===== src/rtl/bnn_layer_seq.sv =====
// Layer sequencer for a binarised NN core: bias load, per-group load/accumulate, binarise.
// Optional 2x2 pooling (four windows per layer) is built only when BNN_SEQ_POOL_EN is defined.
module bnn_layer_seq (
    input  logic       clk,
    input  logic       rst,
    input  logic       start,
    input  logic [3:0] cfg_groups,
    input  logic       cfg_pool,
    input  logic       in_valid,
    output logic       in_ready,
    output logic       busy,
    output logic       done,
    output logic       bias_wr,
    output logic       acc_clr,
    output logic [3:0] bpug_sel,
    output logic       bpug_load,
    output logic       psum_add,
    output logic       bin_wr,
    output logic       pool_en,
    output logic [1:0] pool_idx
);

    typedef enum logic [2:0] {
        S_IDLE = 3'd0,
        S_BIAS = 3'd1,
        S_CLR  = 3'd2,
        S_LOAD = 3'd3,
        S_ACC  = 3'd4,
        S_BIN  = 3'd5,
        S_DONE = 3'd6
    } state_t;

    state_t     state_q, state_d;
    logic [3:0] g_q, g_d;
    logic [3:0] groups_q, groups_d;
    logic       bias_cnt_q, bias_cnt_d;

`ifdef BNN_SEQ_POOL_EN
    logic       pool_q, pool_d;
    logic [1:0] w_q, w_d;
`else
    logic       unused_cfg_pool;
    assign unused_cfg_pool = cfg_pool;
`endif

    always_ff @(posedge clk) begin
        if (rst) begin
            state_q    <= S_IDLE;
            g_q        <= 4'd0;
            groups_q   <= 4'd0;
            bias_cnt_q <= 1'b0;
`ifdef BNN_SEQ_POOL_EN
            pool_q     <= 1'b0;
            w_q        <= 2'd0;
`endif
        end else begin
            state_q    <= state_d;
            g_q        <= g_d;
            groups_q   <= groups_d;
            bias_cnt_q <= bias_cnt_d;
`ifdef BNN_SEQ_POOL_EN
            pool_q     <= pool_d;
            w_q        <= w_d;
`endif
        end
    end

    always_comb begin
        state_d    = state_q;
        g_d        = g_q;
        groups_d   = groups_q;
        bias_cnt_d = bias_cnt_q;
`ifdef BNN_SEQ_POOL_EN
        pool_d     = pool_q;
        w_d        = w_q;
`endif
        in_ready   = 1'b0;
        busy       = (state_q != S_IDLE);
        done       = 1'b0;
        bias_wr    = 1'b0;
        acc_clr    = 1'b0;
        bpug_sel   = 4'd0;
        bpug_load  = 1'b0;
        psum_add   = 1'b0;
        bin_wr     = 1'b0;
        pool_en    = 1'b0;
        pool_idx   = 2'd0;

        case (state_q)
            S_IDLE: begin
                if (start) begin
                    groups_d   = cfg_groups;
                    g_d        = 4'd0;
                    bias_cnt_d = 1'b0;
`ifdef BNN_SEQ_POOL_EN
                    pool_d     = cfg_pool;
                    w_d        = 2'd0;
`endif
                    state_d    = S_BIAS;
                end
            end
            // Two bias words per layer; bias_cnt_q marks the first one seen.
            S_BIAS: begin
                in_ready = 1'b1;
                bias_wr  = in_valid;
                if (in_valid) begin
                    if (bias_cnt_q) state_d = S_CLR;
                    else            bias_cnt_d = 1'b1;
                end
            end
            S_CLR: begin
                acc_clr = 1'b1;
                g_d     = 4'd0;
                state_d = S_LOAD;
            end
            S_LOAD: begin
                in_ready  = 1'b1;
                bpug_sel  = g_q;
                bpug_load = in_valid;
                if (in_valid) state_d = S_ACC;
            end
            // g stops at groups_q, so it can never wrap even for 16 groups.
            S_ACC: begin
                psum_add = 1'b1;
                bpug_sel = g_q;
                if (g_q == groups_q) begin
                    state_d = S_BIN;
                end else begin
                    g_d     = g_q + 4'd1;
                    state_d = S_LOAD;
                end
            end
            S_BIN: begin
                bin_wr  = 1'b1;
                state_d = S_DONE;
`ifdef BNN_SEQ_POOL_EN
                pool_en  = pool_q;
                pool_idx = w_q;
                // Next pooling window reuses the bias already in the core.
                if (pool_q && (w_q != 2'd3)) begin
                    w_d     = w_q + 2'd1;
                    state_d = S_CLR;
                end
`endif
            end
            S_DONE: begin
                done    = 1'b1;
                state_d = S_IDLE;
            end
            default: state_d = S_IDLE;
        endcase
    end

endmodule

===== config.mk =====
export PLATFORM = sky130hd
export DESIGN_NAME = bnn_layer_seq
export DESIGN_NICKNAME = d
export VERILOG_FILES = /design/src/rtl/bnn_layer_seq.sv
export SDC_FILE = /design/constraint.sdc
export NUM_CORES = 1
export LEC_CHECK = 0
export CAP_MARGIN = 10
export CORE_UTILIZATION = 44
export DETAILED_ROUTE_END_ITERATION = 8
export GPL_TIMING_DRIVEN = 0
export PLACE_DENSITY = 0.77
export SYNTH_ARGS = -nofsm -noshare
export SYNTH_HDL_FRONTEND = slang
export SYNTH_SLANG_ARGS = --single-unit
export TNS_END_PERCENT = 30

===== constraint.sdc =====
create_clock -name clk -period 1.9 [get_ports clk]
set_input_delay 0.19 -clock clk [delete_from_list [all_inputs] [get_ports clk]]
set_output_delay 0.19 -clock clk [all_outputs]
set_load 0.05 [all_outputs]

== After elaboration in Yosys (flattened, before gate mapping) ==
Index checks and enable logic that the tools add are counted.

* Flip-flop bits (word level): 12
* Input bits: 9
* Output and inout port bits: 15
* Logic and storage cells: 47

* $add $sub $neg: 1
* Eq/ne operators: 12
* Muxes and demuxes: 20
* Reduce and logical (&&, ||, !) cells: 10

{| class="wikitable"
|+ Operators by type and width
! cell !! count
|-
| one-hot mux 3 bit (6 select lines) || 1
|-
| two-way mux 3 bit || 5
|-
| two-way mux 4 bit || 3
|-
| one-hot mux 4 bit (3 select lines) || 1
|-
| != test 2 bit (second input constant) || 5
|-
| equality test 3 bit (second input constant) || 3
|-
| two-way mux 1 bit || 9
|-
| equality test 3 x 2 -> 1 bit (second input constant) || 2
|-
| AND reduction 3 bit || 2
|-
| nonzero test 3 bit || 2
|-
| adder 4 x 1 -> 4 bit (second input constant) || 1
|-
| equality test 4 bit || 1
|-
| AND reduction 4 bit || 1
|-
| OR reduction 2 bit || 2
|-
| equality test 3 x 1 -> 1 bit (second input constant) || 1
|-
| zero test 3 bit || 1
|-
| one-hot mux 1 bit (2 select lines) || 1
|-
| AND reduction 2 bit || 1
|-
| nonzero test 2 bit || 1
|}

== Logic depth before layout (Yosys ltp) ==
Gate-level depths: netlist of run 1.

* Word-level depth: 3
* Gate-level depth with buffers: 5
* Gate-level depth less buffers: 4

== Least setup slack after synthesis of run 1 ==
OpenSTA, ideal clock, no wires.

* Path type: flip-flop to flip-flop
* Start: register state_q[1]
* End: register state_q[2]
* Library setup time: 63 ps
* Data arrival time: 2171 ps
* Data required time: 1837 ps
* Path slack: -334 ps
* Cell stages (with the launch flop): 4
* Buffers on the path: 1
* Clock period less this slack: 2234 ps
* Cell sequence: dfxtp_1 buf_2 nor3b_1 o221a_2

* Longest elaborated chain between the ends: 3
* Elaborated cells between the ends (all ways): 12
* Classes of those cells: eq/ne: 9; mux: 1; reduce/logical: 2

{| class="wikitable"
|+ RTL lines
! element !! RTL line !! RTL
|-
| start: declaration || 33 || <nowiki>state_t state_q, state_d;</nowiki>
|-
| start signal: assignment || 57 || <nowiki>state_q <= state_d;</nowiki>
|-
| equality test 3 x 1 -> 1 bit, or another cell as far along || 89 || <nowiki>case (state_q)</nowiki>
|-
| != test 2 bit (no line) || - ||
|-
| AND reduction 4 bit (no line) || - ||
|}

Several ways; a longest one is shown, not always the timed one.
A chain may end at the register's enable or synchronous reset.

== Worst setup path after layout of run 1 ==
* Start: register state_q[1]
* End: output done

* Longest elaborated chain between the ends: 2

{| class="wikitable"
|+ RTL lines
! element !! RTL line !! RTL
|-
| equality test 3 bit || 89 ||
|-
| two-way mux 1 bit || 89 ||
|-
| end: declaration || 12 || <nowiki>output logic done,</nowiki>
|}

No other way between the ends.

==> flow_metrics.tcl, run 1 <==
set metrics [dict create \
    place_ws_ns -0.1469 \
    hold_path.class "input port to register" \
    cts_sinks 12 \
    die_h_um 43.38 \
    rrSetupSlack_ns 0.34 \
    ioPinCount 24 \
    fin_crit_sh_pct 95.62 \
    yosysTopAreaCell "dfxtp_1" \
    wirelength_um 1512 \
    path_delay_family "buffers and inverters" \
    ir_drop_v 0.0003978 \
    grt_pass1_wl_um 2677 \
    wl_per_cell_um 12.10 \
    track_usage_pct 19.08 \
    finalInstanceArea_um2 970.9 \
    yosysUniqueCellTypes 33 \
    io_buffer_count 18 \
    fin_ws_ns 0.08323 \
    antenna_found_initial 0 \
    finalSetupTns_ns 0 \
    finalHoldViolCount 0 \
    post-route-min-period_ns 1.817 \
    via_count 667 \
    violations "DRC" \
    hold-path-cell-count 2 \
    cp_cell_sequence "buf_2 -> and3b_1 -> dlygate4sd2_1" \
    grt_start_max_net_pins 11 \
    cp_slowest_cell "dlygate4sd2_1" \
    ys_top_cells_by_area "dfxtp_1 (32%), mux2i_1 (6.6%), and2_1 (5.0%), nor2_1 (4.0%), o41ai_4 (3.7%)" \
    syn2layout_area_growth_pct 28.90 \
    grt_pass1_vias 649 \
    clk_pin_slew_ns 0.08 \
    regToRegStartpoint "g_q[1]" \
    root_buffer "clkbuf_4" \
    rsz0062_at_grt "false" \
    htree_levels 1 \
    rows 14 \
    clockBufferDepth 2 \
    cts_buffers 3 \
    detail_route.vias_per_cell 5.336 \
    reg2regPathDepth 4 \
    hold_path_end "groups_q[1]" \
    clk_latency_ns 0.27 \
    critPathMaxStageDelay_ns 0.52 \
    crit_path_end_kind "primary output" \
    timing.rr.end "state_q[1]" \
    postRouteAntennaNets 0 \
    start_kind "register" \
    yosysWarningCount 0 \
    die_area_mm2 0.001881 \
    p_leak_nw 0.4625 \
    nets 120 \
    status "finished with violations" \
    cts_tree "built" \
    hpwl_um 1190 \
    synth_top_area_share_pct 31.89 \
    drtPass1Iterations 7 \
    path_buf_inv 2 \
    drc 2 \
    fmax_mhz 550.4 \
    finClkSkew_ns 0.002071 \
    min_from "rst" \
    ys_seq_area_share_pct 31.89 \
    ys_ff_latch 12 \
    initial_core_util_pct 48.31 \
    final_max_slew_viol_count 0 \
    cap_violations 0 \
    place_congestion 0.7951 \
    placed_cell_area_um2 968.4 \
    grt_overflow 0 \
    fin_hold_ws_ns 0.2909 \
    path_class "register to primary output" \
    crit_fanout 10 \
    finalSetupViolations 0 \
    post_cts_buffers 0 \
    postSynthCellCount 85 \
    drive_above_1_share_pct 24.77 \
    mappedNetlistArea_um2 753.2 \
    dieWidth_um 43.38 \
    syn_area_per_cell_um2 8.861 \
    cellPowerDensity_mw_per_mm2 652.7 \
    crit_arrival_ns 1.63 \
    drt_iter0_markers 17 \
    antenna_cells 0 \
    final_util_pct 62.28 \
    worst-endpoint-required_ns 1.71 \
    core_area_mm2 0.001559 \
]
stage by stage:
stage	cells	total power, mW
final	125	0.6337
after global routing	125	0.6675
after CTS	125	0.6393
after detailed placement	121	0.4422
after global placement	121	0.4384
after floorplan	87	0.3989
worst max-delay path by stage:
stage | from | endpoint | slack [ns] | cells after the start
final | state_q[1] | done | 0.08 | 3
after global routing | state_q[2] | bin_wr | 0.01 | 4
after CTS | state_q[1] | bpug_load | 0.001 | 3
after global placement | in_valid | bpug_load | -0.15 | 4
after detailed placement | in_valid | bpug_load | -0.15 | 4
after floorplan | state_q[1] | acc_clr | -0.06 | 2
sequential cells by signal (all words and copies together) (netlist names):
signal	count
g_q	4
groups_q	4
state_q	3
bias_cnt_q	1
cells in the mapped netlist, drive strengths merged:
master / instances
dfxtp: 12
nor2: 9
and2: 6
buf: 5
mux2i: 5
a21oi: 4
o21ai: 4
xor2: 4
a21o: 3
inv: 3
nand2: 3
nand3: 3
nor3b: 3
or3: 3
clkbuf: 2
nor2b: 2
o221a: 2
a2111oi: 1
a22oi: 1
a31oi: 1
and3b: 1
conb: 1
ha: 1
nor3: 1
nor4: 1
o21a: 1
o31ai: 1
o41ai: 1
or2: 1
where the power goes:
part	total (mW)	switching, mW	internal [mW]
registers	0.274	0.0119	0.262
logic	0.156	0.0963	0.0594
clock network	0.204	0.0873	0.116
total	0.634	0.195	0.438
layout make-up:
type,instances,area (um2)
plain buffers,7,41.29
clock buffers,4,36.28
fillers,155,588.1
inverters,3,11.26
multi-input cells,65,476.7
flip-flops and latches,12,240.2
well taps,16,20.02
repair buffers,18,145.1
routing by layer:
metal  track usage, %  share of wire [%]  vias up
li1                 -                  -      345
met4            5.625                  0        0
met1            22.19                 45      299
met5                0                  0        -
met3            5.000                6.0        0
met2            34.24                 49       23
cell families after synthesis:
kind of cell | count (synthesis) | synth area share, %
AND/OR/NAND/NOR | 33 | 26.08
AO/OA/AOI/OAI | 19 | 20.77
buffers and inverters | 10 | 6.811
flip-flops | 12 | 31.89
multiplexers | 5 | 6.645
other | 1 | 0.4979
XOR/XNOR | 4 | 5.649
adder cells (fa/ha/maj) | 1 | 1.661
placed cells by master (no fill, tap or decap), drive strengths merged:
cell type and n:
and2 6, a31oi 1, buf 9, nor2 9
dfxtp 12, nor3b 3, xor2 4, dlygate4sd2 5
clkdlybuf4s15 1, clkbuf 8, a21o 3, a21oi 4
nand3 3, conb 3, nor4 1, or2 1
a2111oi 1, nand2 3, clkdlybuf4s50 6, inv 3
o21a 1, ha 1, nor2b 2, and3b 1
o221a 2, o41ai 1, mux2i 5, or3 3
o21ai 4, o31ai 1, a22oi 1, nor3 1
repair_timing:
item | in CTS | in global routing
hold buffers | 0 | 0
endpoints found under the setup margin | 12 | 6
hold endpoints to repair | 0 | 0
gates resized for setup | 23 | 13
No activity file was read; power rests on OpenSTA's default activity.
==> run 2, diff against run 1 <==
- CTS_CLUSTER_DIAMETER: unset -> 100
==> results of run 2 <==
Final layout, timing and power as in run 1 (identical DEF).
